===== config.mk =====
export PLATFORM = sky130hd
export DESIGN_NAME = dataio_port_arbiter_flat
export DESIGN_NICKNAME = d
export VERILOG_FILES = /design/src/rtl/dataio_port_arbiter_if.sv /design/src/rtl/dataio_port_arbiter.sv /design/src/flat_wrapper.sv
export SDC_FILE = /design/constraint.sdc
export NUM_CORES = 1
export LEC_CHECK = 0
export ABC_AREA = 1
export CAP_MARGIN = 10
export CORE_AREA = 2 2 182 184
export DETAILED_ROUTE_END_ITERATION = 8
export DIE_AREA = 0 0 184 186
export PLACE_DENSITY = 0.35
export SYNTH_ARGS = -nofsm -noshare
export SYNTH_HDL_FRONTEND = slang
export SYNTH_SLANG_ARGS = --single-unit

===== constraint.sdc =====
create_clock -name iCLOCK -period 2.3 [get_ports iCLOCK]
set_input_delay 0.23 -clock iCLOCK [delete_from_list [all_inputs] [get_ports iCLOCK]]
set_output_delay 0.23 -clock iCLOCK [all_outputs]
set_load 0.02 [all_outputs]

===== src/rtl/dataio_port_arbiter_if.sv =====
// Request/response bundle for the data IO port arbiter:
// two requester channels plus the shared downstream bus.
interface dataio_port_arbiter_if;
  logic        iCH0_REQ;
  logic        oCH0_BUSY;
  logic [1:0]  iCH0_ORDER;
  logic [3:0]  iCH0_MASK;
  logic        iCH0_RW;
  logic [13:0] iCH0_TID;
  logic [1:0]  iCH0_MMUMOD;
  logic [31:0] iCH0_PDT;
  logic [31:0] iCH0_ADDR;
  logic [31:0] iCH0_DATA;
  logic        oCH0_VALID;
  logic [31:0] oCH0_DATA;

  logic        iCH1_REQ;
  logic        oCH1_BUSY;
  logic [1:0]  iCH1_ORDER;
  logic [3:0]  iCH1_MASK;
  logic        iCH1_RW;
  logic [13:0] iCH1_TID;
  logic [1:0]  iCH1_MMUMOD;
  logic [31:0] iCH1_PDT;
  logic [31:0] iCH1_ADDR;
  logic [31:0] iCH1_DATA;
  logic        oCH1_VALID;
  logic [31:0] oCH1_DATA;

  logic        oDATAIO_REQ;
  logic [1:0]  oDATAIO_ORDER;
  logic [3:0]  oDATAIO_MASK;
  logic        oDATAIO_RW;
  logic [13:0] oDATAIO_TID;
  logic [1:0]  oDATAIO_MMUMOD;
  logic [31:0] oDATAIO_PDT;
  logic [31:0] oDATAIO_ADDR;
  logic [31:0] oDATAIO_DATA;
  logic        iDATAIO_BUSY;
  logic        iDATAIO_REQ;
  logic [31:0] iDATAIO_DATA;
  logic        oERR_ORPHAN;

  modport slave (
    input  iCH0_REQ, iCH0_ORDER, iCH0_MASK, iCH0_RW,
    input  iCH0_TID, iCH0_MMUMOD, iCH0_PDT, iCH0_ADDR,
    input  iCH0_DATA,
    output oCH0_BUSY, oCH0_VALID, oCH0_DATA,
    input  iCH1_REQ, iCH1_ORDER, iCH1_MASK, iCH1_RW,
    input  iCH1_TID, iCH1_MMUMOD, iCH1_PDT, iCH1_ADDR,
    input  iCH1_DATA,
    output oCH1_BUSY, oCH1_VALID, oCH1_DATA,
    output oDATAIO_REQ, oDATAIO_ORDER, oDATAIO_MASK,
    output oDATAIO_RW, oDATAIO_TID, oDATAIO_MMUMOD,
    output oDATAIO_PDT, oDATAIO_ADDR, oDATAIO_DATA,
    input  iDATAIO_BUSY, iDATAIO_REQ, iDATAIO_DATA,
    output oERR_ORPHAN
  );

  modport master (
    output iCH0_REQ, iCH0_ORDER, iCH0_MASK, iCH0_RW,
    output iCH0_TID, iCH0_MMUMOD, iCH0_PDT, iCH0_ADDR,
    output iCH0_DATA,
    input  oCH0_BUSY, oCH0_VALID, oCH0_DATA,
    output iCH1_REQ, iCH1_ORDER, iCH1_MASK, iCH1_RW,
    output iCH1_TID, iCH1_MMUMOD, iCH1_PDT, iCH1_ADDR,
    output iCH1_DATA,
    input  oCH1_BUSY, oCH1_VALID, oCH1_DATA,
    input  oDATAIO_REQ, oDATAIO_ORDER, oDATAIO_MASK,
    input  oDATAIO_RW, oDATAIO_TID, oDATAIO_MMUMOD,
    input  oDATAIO_PDT, oDATAIO_ADDR, oDATAIO_DATA,
    output iDATAIO_BUSY, iDATAIO_REQ, iDATAIO_DATA,
    input  oERR_ORPHAN
  );
endinterface


===== src/rtl/dataio_port_arbiter.sv =====
// Two-channel arbiter for the core data IO port with an
// in-order tag FIFO that steers responses to the issuer.
module dataio_port_arbiter #(
  parameter int P_DEPTH          = 4,
  parameter int P_DEPTH_N        = 2,
  parameter int P_FIXED_PRIORITY = 0
) (
  input  logic iCLOCK,
  input  logic iRESET_SYNC,
  dataio_port_arbiter_if.slave bus
);

  localparam logic [P_DEPTH_N:0] L_FULL =
    (P_DEPTH_N+1)'(P_DEPTH);

  logic [P_DEPTH_N:0]   b_count;
  logic [P_DEPTH_N-1:0] b_wr_ptr;
  logic [P_DEPTH_N-1:0] b_rd_ptr;
  logic [P_DEPTH-1:0]   b_tag;
  logic                 b_last_grant;
  logic                 b_err;

  logic full;
  logic empty;
  logic grant_any;
  logic grant;
  logic accept;
  logic pop;
  logic orphan;
  logic head;
  logic both;

  assign full      = (b_count == L_FULL);
  assign empty     = (b_count == '0);
  assign both      = bus.iCH0_REQ && bus.iCH1_REQ;
  assign grant_any = bus.iCH0_REQ || bus.iCH1_REQ;

  always_comb begin
    grant = 1'b0;
    unique case (1'b1)
      both:
        grant = (P_FIXED_PRIORITY != 0) ?
                1'b0 : ~b_last_grant;
      bus.iCH1_REQ && !bus.iCH0_REQ:
        grant = 1'b1;
      default:
        grant = 1'b0;
    endcase
  end

  assign bus.oDATAIO_REQ =
    grant_any && !full && !iRESET_SYNC;
  assign accept =
    bus.oDATAIO_REQ && !bus.iDATAIO_BUSY;

  // With no request grant stays 0, so CH0 fields show.
  assign bus.oDATAIO_ORDER  = grant ?
    bus.iCH1_ORDER  : bus.iCH0_ORDER;
  assign bus.oDATAIO_MASK   = grant ?
    bus.iCH1_MASK   : bus.iCH0_MASK;
  assign bus.oDATAIO_RW     = grant ?
    bus.iCH1_RW     : bus.iCH0_RW;
  assign bus.oDATAIO_TID    = grant ?
    bus.iCH1_TID    : bus.iCH0_TID;
  assign bus.oDATAIO_MMUMOD = grant ?
    bus.iCH1_MMUMOD : bus.iCH0_MMUMOD;
  assign bus.oDATAIO_PDT    = grant ?
    bus.iCH1_PDT    : bus.iCH0_PDT;
  assign bus.oDATAIO_ADDR   = grant ?
    bus.iCH1_ADDR   : bus.iCH0_ADDR;
  assign bus.oDATAIO_DATA   = grant ?
    bus.iCH1_DATA   : bus.iCH0_DATA;

  assign bus.oCH0_BUSY = iRESET_SYNC || full ||
    bus.iDATAIO_BUSY || (bus.iCH1_REQ && grant);
  assign bus.oCH1_BUSY = iRESET_SYNC || full ||
    bus.iDATAIO_BUSY || (bus.iCH0_REQ && !grant);

  assign head   = b_tag[b_rd_ptr];
  assign pop    =
    bus.iDATAIO_REQ && !empty && !iRESET_SYNC;
  assign orphan =
    bus.iDATAIO_REQ && empty && !iRESET_SYNC;

  assign bus.oCH0_VALID  = pop && !head;
  assign bus.oCH1_VALID  = pop && head;
  assign bus.oCH0_DATA   = bus.iDATAIO_DATA;
  assign bus.oCH1_DATA   = bus.iDATAIO_DATA;
  assign bus.oERR_ORPHAN = b_err;

  always_ff @(posedge iCLOCK) begin
    if (iRESET_SYNC) begin
      b_count      <= '0;
      b_wr_ptr     <= '0;
      b_rd_ptr     <= '0;
      b_tag        <= '0;
      b_last_grant <= 1'b1;
      b_err        <= 1'b0;
    end else begin
      if (accept) begin
        b_tag[b_wr_ptr] <= grant;
        b_wr_ptr        <= b_wr_ptr + 1'b1;
        b_last_grant    <= grant;
      end
      if (pop) begin
        b_rd_ptr <= b_rd_ptr + 1'b1;
      end
      if (orphan) begin
        b_err <= 1'b1;
      end
      unique case ({accept, pop})
        2'b10:   b_count <= b_count + 1'b1;
        2'b01:   b_count <= b_count - 1'b1;
        default: b_count <= b_count;
      endcase
    end
  end

endmodule


===== src/flat_wrapper.sv =====
// flat-port wrapper written by rule: the top's interface ports become plain ports
module dataio_port_arbiter_flat 
#(
  parameter int P_DEPTH          = 4,
  parameter int P_DEPTH_N        = 2,
  parameter int P_FIXED_PRIORITY = 0
)
  (iCLOCK, iRESET_SYNC, bus_iCH0_REQ, bus_iCH0_ORDER, bus_iCH0_MASK, bus_iCH0_RW, bus_iCH0_TID, bus_iCH0_MMUMOD, bus_iCH0_PDT, bus_iCH0_ADDR, bus_iCH0_DATA, bus_oCH0_BUSY, bus_oCH0_VALID, bus_oCH0_DATA, bus_iCH1_REQ, bus_iCH1_ORDER, bus_iCH1_MASK, bus_iCH1_RW, bus_iCH1_TID, bus_iCH1_MMUMOD, bus_iCH1_PDT, bus_iCH1_ADDR, bus_iCH1_DATA, bus_oCH1_BUSY, bus_oCH1_VALID, bus_oCH1_DATA, bus_oDATAIO_REQ, bus_oDATAIO_ORDER, bus_oDATAIO_MASK, bus_oDATAIO_RW, bus_oDATAIO_TID, bus_oDATAIO_MMUMOD, bus_oDATAIO_PDT, bus_oDATAIO_ADDR, bus_oDATAIO_DATA, bus_iDATAIO_BUSY, bus_iDATAIO_REQ, bus_iDATAIO_DATA, bus_oERR_ORPHAN);
  dataio_port_arbiter_if bus_i ();
  input  logic iCLOCK;
  input  logic iRESET_SYNC;
  input wire logic [$bits(bus_i.iCH0_REQ)-1:0] bus_iCH0_REQ;
  input wire logic [$bits(bus_i.iCH0_ORDER)-1:0] bus_iCH0_ORDER;
  input wire logic [$bits(bus_i.iCH0_MASK)-1:0] bus_iCH0_MASK;
  input wire logic [$bits(bus_i.iCH0_RW)-1:0] bus_iCH0_RW;
  input wire logic [$bits(bus_i.iCH0_TID)-1:0] bus_iCH0_TID;
  input wire logic [$bits(bus_i.iCH0_MMUMOD)-1:0] bus_iCH0_MMUMOD;
  input wire logic [$bits(bus_i.iCH0_PDT)-1:0] bus_iCH0_PDT;
  input wire logic [$bits(bus_i.iCH0_ADDR)-1:0] bus_iCH0_ADDR;
  input wire logic [$bits(bus_i.iCH0_DATA)-1:0] bus_iCH0_DATA;
  output wire logic [$bits(bus_i.oCH0_BUSY)-1:0] bus_oCH0_BUSY;
  output wire logic [$bits(bus_i.oCH0_VALID)-1:0] bus_oCH0_VALID;
  output wire logic [$bits(bus_i.oCH0_DATA)-1:0] bus_oCH0_DATA;
  input wire logic [$bits(bus_i.iCH1_REQ)-1:0] bus_iCH1_REQ;
  input wire logic [$bits(bus_i.iCH1_ORDER)-1:0] bus_iCH1_ORDER;
  input wire logic [$bits(bus_i.iCH1_MASK)-1:0] bus_iCH1_MASK;
  input wire logic [$bits(bus_i.iCH1_RW)-1:0] bus_iCH1_RW;
  input wire logic [$bits(bus_i.iCH1_TID)-1:0] bus_iCH1_TID;
  input wire logic [$bits(bus_i.iCH1_MMUMOD)-1:0] bus_iCH1_MMUMOD;
  input wire logic [$bits(bus_i.iCH1_PDT)-1:0] bus_iCH1_PDT;
  input wire logic [$bits(bus_i.iCH1_ADDR)-1:0] bus_iCH1_ADDR;
  input wire logic [$bits(bus_i.iCH1_DATA)-1:0] bus_iCH1_DATA;
  output wire logic [$bits(bus_i.oCH1_BUSY)-1:0] bus_oCH1_BUSY;
  output wire logic [$bits(bus_i.oCH1_VALID)-1:0] bus_oCH1_VALID;
  output wire logic [$bits(bus_i.oCH1_DATA)-1:0] bus_oCH1_DATA;
  output wire logic [$bits(bus_i.oDATAIO_REQ)-1:0] bus_oDATAIO_REQ;
  output wire logic [$bits(bus_i.oDATAIO_ORDER)-1:0] bus_oDATAIO_ORDER;
  output wire logic [$bits(bus_i.oDATAIO_MASK)-1:0] bus_oDATAIO_MASK;
  output wire logic [$bits(bus_i.oDATAIO_RW)-1:0] bus_oDATAIO_RW;
  output wire logic [$bits(bus_i.oDATAIO_TID)-1:0] bus_oDATAIO_TID;
  output wire logic [$bits(bus_i.oDATAIO_MMUMOD)-1:0] bus_oDATAIO_MMUMOD;
  output wire logic [$bits(bus_i.oDATAIO_PDT)-1:0] bus_oDATAIO_PDT;
  output wire logic [$bits(bus_i.oDATAIO_ADDR)-1:0] bus_oDATAIO_ADDR;
  output wire logic [$bits(bus_i.oDATAIO_DATA)-1:0] bus_oDATAIO_DATA;
  input wire logic [$bits(bus_i.iDATAIO_BUSY)-1:0] bus_iDATAIO_BUSY;
  input wire logic [$bits(bus_i.iDATAIO_REQ)-1:0] bus_iDATAIO_REQ;
  input wire logic [$bits(bus_i.iDATAIO_DATA)-1:0] bus_iDATAIO_DATA;
  output wire logic [$bits(bus_i.oERR_ORPHAN)-1:0] bus_oERR_ORPHAN;
  assign bus_i.iCH0_REQ = bus_iCH0_REQ;
  assign bus_i.iCH0_ORDER = bus_iCH0_ORDER;
  assign bus_i.iCH0_MASK = bus_iCH0_MASK;
  assign bus_i.iCH0_RW = bus_iCH0_RW;
  assign bus_i.iCH0_TID = bus_iCH0_TID;
  assign bus_i.iCH0_MMUMOD = bus_iCH0_MMUMOD;
  assign bus_i.iCH0_PDT = bus_iCH0_PDT;
  assign bus_i.iCH0_ADDR = bus_iCH0_ADDR;
  assign bus_i.iCH0_DATA = bus_iCH0_DATA;
  assign bus_oCH0_BUSY = bus_i.oCH0_BUSY;
  assign bus_oCH0_VALID = bus_i.oCH0_VALID;
  assign bus_oCH0_DATA = bus_i.oCH0_DATA;
  assign bus_i.iCH1_REQ = bus_iCH1_REQ;
  assign bus_i.iCH1_ORDER = bus_iCH1_ORDER;
  assign bus_i.iCH1_MASK = bus_iCH1_MASK;
  assign bus_i.iCH1_RW = bus_iCH1_RW;
  assign bus_i.iCH1_TID = bus_iCH1_TID;
  assign bus_i.iCH1_MMUMOD = bus_iCH1_MMUMOD;
  assign bus_i.iCH1_PDT = bus_iCH1_PDT;
  assign bus_i.iCH1_ADDR = bus_iCH1_ADDR;
  assign bus_i.iCH1_DATA = bus_iCH1_DATA;
  assign bus_oCH1_BUSY = bus_i.oCH1_BUSY;
  assign bus_oCH1_VALID = bus_i.oCH1_VALID;
  assign bus_oCH1_DATA = bus_i.oCH1_DATA;
  assign bus_oDATAIO_REQ = bus_i.oDATAIO_REQ;
  assign bus_oDATAIO_ORDER = bus_i.oDATAIO_ORDER;
  assign bus_oDATAIO_MASK = bus_i.oDATAIO_MASK;
  assign bus_oDATAIO_RW = bus_i.oDATAIO_RW;
  assign bus_oDATAIO_TID = bus_i.oDATAIO_TID;
  assign bus_oDATAIO_MMUMOD = bus_i.oDATAIO_MMUMOD;
  assign bus_oDATAIO_PDT = bus_i.oDATAIO_PDT;
  assign bus_oDATAIO_ADDR = bus_i.oDATAIO_ADDR;
  assign bus_oDATAIO_DATA = bus_i.oDATAIO_DATA;
  assign bus_i.iDATAIO_BUSY = bus_iDATAIO_BUSY;
  assign bus_i.iDATAIO_REQ = bus_iDATAIO_REQ;
  assign bus_i.iDATAIO_DATA = bus_iDATAIO_DATA;
  assign bus_oERR_ORPHAN = bus_i.oERR_ORPHAN;
  dataio_port_arbiter #(.P_DEPTH(P_DEPTH), .P_DEPTH_N(P_DEPTH_N), .P_FIXED_PRIORITY(P_FIXED_PRIORITY)) u_core (.iCLOCK(iCLOCK), .iRESET_SYNC(iRESET_SYNC), .bus(bus_i));
endmodule

After elaboration in Yosys (flattened, before gate mapping)
Index checks and enable logic that the tools add are counted.
Storage, ports and cells
  flip-flop bits (word level): 13
  bits of input ports: 276
  output and inout port bits: 189
  logic and storage cells: 60
Operators by class
  add/subtract/negate cells: 4
  magnitude comparators: 3
  equal/unequal tests: 3
  multiplexer cells: 15
  bitwise operators: 1
  reductions and logical operators: 28
Operator list (count)
  2-to-1 mux 32 bit: 3
  logical AND 1 bit: 14
  2-to-1 mux 14 bit: 1
  zero test 1 bit: 7
  < comparator 2 x 3 -> 1 bit (second input constant): 2
  case mux 3 bit (2 select lines): 1
  logical OR 1 bit: 5
  adder 2 x 1 -> 2 bit (second input constant): 2
  bitwise mux 4 bit: 1
  2-to-1 mux 2 bit: 2
  2-to-1 mux 4 bit: 1
  adder 3 x 1 -> 3 bit (second input constant): 1
  equality test 3 bit (second input constant): 1
  zero test 3 bit: 1
  2-to-1 mux 1 bit: 3
  subtractor 3 x 1 -> 3 bit (second input constant): 1
  binary-select mux 1 bit (select 2 bit): 1
  demux 1 bit (select 2 bit): 1
  equality test 2 x 1 -> 1 bit (second input constant): 1
  equality test 2 bit (second input constant): 1
  >= comparator 2 x 1 -> 1 bit (second input constant): 1
  case mux 1 bit (2 select lines): 1
  nonzero test 2 bit: 1
  inverter 1 bit: 1

Depth between registers and ports, before layout
  word-level depth: 7
  mapped depth: 11
  mapped depth without buffers: 11

Worst setup path after synthesis
No wires, ideal clock.
  path kind: reg-to-reg
  start point: reg u_core.b_count[2]
  end point: reg u_core.b_count[2]
  arrival: 1.627 ns
  data required time: 2.177 ns
  path slack: 0.549 ns
  cell stages (with the launch flop): 12
  period minus slack after synthesis: 1.751 ns
  cells stage by stage: dfxtp_1 -> inv_1 -> nand2_1 -> nand2_1 -> nor2_1 -> ha_1 -> inv_1 -> fa_1 -> a21oi_1 -> o21ai_0 -> o21ai_1 -> a21oi_1
RTL lines
  from (decl): RTL line dataio_port_arbiter.sv:16  | logic [P_DEPTH_N:0] b_count;
  from (signal assigned): RTL line dataio_port_arbiter.sv:112  | 2'b10: b_count <= b_count + 1'b1;
  from (signal assigned): RTL line dataio_port_arbiter.sv:113  | 2'b01: b_count <= b_count - 1'b1;
  from (signal assigned): RTL line dataio_port_arbiter.sv:114  | default: b_count <= b_count;
  zero test 3 bit (*): RTL line dataio_port_arbiter.sv:34  | assign empty = (b_count == '0);
  zero test 1 bit (*): RTL line dataio_port_arbiter.sv:81  | bus.iDATAIO_REQ && !empty && !iRESET_SYNC;
  logical AND 1 bit (*) (2 in a row): RTL line dataio_port_arbiter.sv:81
  net u_core.pop: RTL line dataio_port_arbiter.sv:28  | logic pop;
  equality test 2 x 1 -> 1 bit or equality test 2 bit (tied branches): RTL line dataio_port_arbiter.sv:111  | unique case ({accept, pop})
  case mux 3 bit (2 select lines) or nonzero test 2 bit (tied branches)
The timed path passes the listed nets; every way through them passes the cells marked *.
A chain may end at the register's enable or synchronous reset.

Worst setup path after layout
  start point: in bus_iCH0_REQ
  end point: out bus_oDATAIO_ADDR[21]
On the way
  cells in the longest elaborated chain, start to end: 4
Ends and longest elaborated chain
  from (decl): RTL line flat_wrapper.sv:12  | input wire logic [$bits(bus_i.iCH0_REQ)-1:0] bus_iCH0_REQ;
  zero test 1 bit: RTL line dataio_port_arbiter.sv:44  | bus.iCH1_REQ && !bus.iCH0_REQ:
  logical AND 1 bit: RTL line dataio_port_arbiter.sv:44
  case mux 1 bit (2 select lines) (*): RTL line dataio_port_arbiter.sv:40  | unique case (1'b1)
  2-to-1 mux 32 bit (*): RTL line dataio_port_arbiter.sv:69  | assign bus.oDATAIO_ADDR = grant ?
  to (decl): RTL line flat_wrapper.sv:43  | output wire logic [$bits(bus_i.oDATAIO_ADDR)-1:0] bus_oDATAIO_ADDR;
Every way passes the cells marked *; elsewhere a longest branch is shown, timed or not.

==> flow_summary.json <==
{
  "detail_route.drc_violations": 0,
  "fillerInstances": 3667,
  "floorplan.die_area_um2": 34200,
  "numCtsBuffers": 3,
  "initialDrtViolationCount": 112,
  "status": "finished, final reports clean",
  "crit_slowest_cell": "sky130_fd_sc_hd__clkdlybuf4s50_1",
  "global_route.usage.total": 0.0876,
  "share_of_the_clock_period_used_by_the_worst_path_after_layout": 0.971,
  "yosysTopAreaCellShare": 0.527,
  "die_w_um": 184,
  "setup_tns_ps": 0,
  "synth-seq-area-share": 0.0961,
  "netSwitchingFraction": 0.382,
  "path_class": "in -> out",
  "synth_warnings": 0,
  "synthesis.nets": 832,
  "cts_root_buffer": "sky130_fd_sc_hd__clkbuf_16",
  "gr-total-overflow": 0,
  "finalHoldViolCount": 0,
  "synth_edf_count": 0,
  "finalWorstPathRequiredPeriod_ps": 2230,
  "post_drt_wl_per_cell_um": 13.4,
  "path_max_fanout": 51,
  "ys_ff_latch": 13,
  "antenna_fix_cells": 0,
  "synth-main-ff-cell": "sky130_fd_sc_hd__dfxtp_1",
  "design.final.nets": 1136,
  "holdBufCountCts": 0,
  "timing.critical_path.slowest_cell_delay_ps": 620,
  "synth.largest_area_cell": "sky130_fd_sc_hd__nand2_1",
  "synth_most_common_cell": "sky130_fd_sc_hd__nand2_1",
  "cts.path.max_buffers": 2,
  "mappedNetlistArea_um2": 2710,
  "synth.top_cells.by_count": "sky130_fd_sc_hd__nand2_1, sky130_fd_sc_hd__buf_4, sky130_fd_sc_hd__a21oi_1, sky130_fd_sc_hd__dfxtp_1, sky130_fd_sc_hd__nor2_1",
  "maxClockFrequency_mhz": 448,
  "crit_required_ps": 2070,
  "worstPathArrival_ps": 2000,
  "irDropWorstVdd_mv": 0.212,
  "cap_violations": 0,
  "worst_path_cell_trace": "clkdlybuf4s50_1 -> nand2_1 -> nand2_4 -> buf_12 -> nand2_1 -> nand2_1 -> clkdlybuf4s50_1",
  "synth_area_leaders": "sky130_fd_sc_hd__nand2_1, sky130_fd_sc_hd__buf_4, sky130_fd_sc_hd__dfxtp_1",
  "finalSetupViolCount": 0,
  "grt_first_pass_wirelength_um": 23200,
  "power_frac_seq": 0.119,
  "insertion_delay_ps": 240,
  "drtAntennaViolNets": 0,
  "cts_tree": "done",
  "grt_pass1_vias": 4104,
  "coreArea_um2": 32200,
  "hold_path.class": "reg -> reg",
  "number_of_distinct_library_cells_after_synthesis": 22,
  "worst_setup_hold_path_clk_slew_ps": 50,
  "detailed_place.area_um2": 6500,
  "antenna_found_initial": 0,
  "power_frac_clock": 0.156,
  "cts_htree_levels": 1,
  "worstPathBufferInverterCount": 3,
  "post_synth.cell_area_avg_um2": 4.92,
  "drv_slew": 0,
  "place_congestion": 0.698,
  "postCtsSetupRepairBufs": 0,
  "cpLargestDelayFamily": "buffers and inverters",
  "drive_gt1_frac": 0.0504,
  "placementRows": 66,
  "p_per_area_nw_per_um2": 307,
  "tightestPinTransition_ps": 302,
  "boundaryPins": 465,
  "drt_wl_total_um": 16800,
  "max_slew_margin": 0.798,
  "setup.worst_path.start_class": "input port",
  "cts_num_sinks": 13,
  "power.switching_mw": 0.796,
  "worst_path_most_repeated_cell": "sky130_fd_sc_hd__nand2_1",
  "critPathCaptureType": "output pin",
  "die_h_um": 186,
  "async_flop_share": 0,
  "layout-area-overhead-vs-synth_pct": 150,
  "largest_net_degree_at_the_start_of_global_routing": 65,
  "post-dp-hpwl_um": 14400,
  "vias": 4135,
  "detail_route.first_pass.iterations": 4,
  "share_of_total_power_in_combinational_logic": 0.725,
  "postSynthCellCount": 550,
  "floorplan.initialDensity": 0.0841,
  "power.static_leakage_nw": 3.81,
  "hold_ws_ps": 449,
  "placement.io_buffers": 368,
  "final_area_um2": 6780,
  "maximum_clock_skew_at_final_layout_ps": 2.82,
  "internal-power_mw": 1.29,
  "post_drt_via_cell_ratio": 3.28,
  "setup_repair_after_global_routing_missed_its_margin": "yes"
}
==> registers in the layout, summed over array words and instances (netlist names) <==
signal,count
u_core.b_tag,4
u_core.b_rd_ptr,2
u_core.b_last_grant,1
u_core.b_count,3
u_core.b_wr_ptr,2
u_core.bus.oERR_ORPHAN,1
==> metrics by stage <==
stage	std cells	utilization	setup slack [ps]	power, mW
after floorplan	550	-	549	1.01
after global placement	1257	0.202	-67.5	1.84
after detailed placement	1257	0.202	-59.3	1.83
after CTS	1261	0.204	-18.9	2.16
after global routing	1261	0.211	-31.1	2.23
final	1261	0.211	66.1	2.08
==> final cells by class <==
| class | instances | area (µm²) | share of cell area |
|---|---|---|---|
| Inverter | 17 | 66.3 | 0.00978 |
| Clock buffer | 4 | 78.8 | 0.0116 |
| Timing Repair Buffer | 390 | 4130 | 0.609 |
| Sequential cell | 13 | 260 | 0.0384 |
| Multi-Input combinational cell | 429 | 1740 | 0.256 |
| Tap cell | 408 | 510 | 0.0753 |
==> worst reg2reg max path, cell delays in order (launching register included) <==
cell	delay (ps)
sky130_fd_sc_hd__dfxtp_1	340
sky130_fd_sc_hd__nor2_1	90
sky130_fd_sc_hd__nand2_1	60
sky130_fd_sc_hd__nand2_1	100
sky130_fd_sc_hd__nor2_1	180
sky130_fd_sc_hd__ha_1	180
sky130_fd_sc_hd__inv_1	70
sky130_fd_sc_hd__fa_1	370
sky130_fd_sc_hd__a21oi_1	140
sky130_fd_sc_hd__o21ai_0	120
sky130_fd_sc_hd__o21ai_1	130
sky130_fd_sc_hd__a21oi_1	50
==> layout by cell type, fill, tap and decap left out <==
cell type and count:
sky130_fd_sc_hd__a21oi_1 13, sky130_fd_sc_hd__and2_1 1, sky130_fd_sc_hd__buf_12 6, sky130_fd_sc_hd__buf_16 2, sky130_fd_sc_hd__buf_4 22, sky130_fd_sc_hd__clkbuf_1 1
sky130_fd_sc_hd__clkbuf_16 3, sky130_fd_sc_hd__clkdlybuf4s50_1 269, sky130_fd_sc_hd__dfxtp_1 13, sky130_fd_sc_hd__dlygate4sd2_1 12, sky130_fd_sc_hd__dlymetal6s2s_1 79, sky130_fd_sc_hd__fa_1 1
sky130_fd_sc_hd__ha_1 5, sky130_fd_sc_hd__inv_1 12, sky130_fd_sc_hd__inv_2 4, sky130_fd_sc_hd__inv_4 1, sky130_fd_sc_hd__nand2_1 380, sky130_fd_sc_hd__nand2_2 1
sky130_fd_sc_hd__nand2_4 1, sky130_fd_sc_hd__nand3_1 7, sky130_fd_sc_hd__nand3_2 1, sky130_fd_sc_hd__nand4_2 1, sky130_fd_sc_hd__nor2_1 13, sky130_fd_sc_hd__nor2_4 1
sky130_fd_sc_hd__o211ai_1 1, sky130_fd_sc_hd__o21ai_0 1, sky130_fd_sc_hd__o21ai_1 2
==> cells by family (layout without fill, tap and decap cells) <==
logic type / count (synthesis) / after routing / share of synthesized area
flops: 13 / 13 / 0.0961
compound gates: 17 / 17 / 0.0323
buf+inv: 108 / 411 / 0.262
simple gates: 406 / 406 / 0.579
fa+ha+maj: 6 / 6 / 0.0305
==> worst paths after layout <==
check                                       startpoint                     end  slack (ps)  cells past startpoint
worst max-delay path                      bus_iCH0_REQ    bus_oDATAIO_ADDR[21]          70                      7
worst min-delay path            u_core.bus.oERR_ORPHAN  u_core.bus.oERR_ORPHAN         450                      2
worst max register to register       u_core.b_count[1]       u_core.b_count[2]         350                     11
worst min register to register  u_core.bus.oERR_ORPHAN  u_core.bus.oERR_ORPHAN         450                      2
==> routing by layer <==
metal | global-route usage | part of all wire
met4 | 0.0307 | 0.035
met1 | 0.0951 | 0.37
met5 | 0 | 0
met2 | 0.164 | 0.49
met3 | 0.0221 | 0.098
==> power by group through the flow <==
stage          Clock, mW  Sequential [mW]  Combinational, mW
2_1_floorplan          0            0.253              0.762
6_report           0.325            0.248               1.51
3_5_place_dp           0            0.252               1.58
3_3_place_gp           0            0.253               1.59
5_1_grt            0.347            0.250               1.63
4_1_cts            0.336            0.248               1.57
==> repair_timing <==
action | 4_1_cts | 5_1_grt
gates resized for setup | 12 | 81
setup endpoints to repair | 13 | 79
hold endpoints to repair | 0 | 0
(Power assumes the default switching activity.)
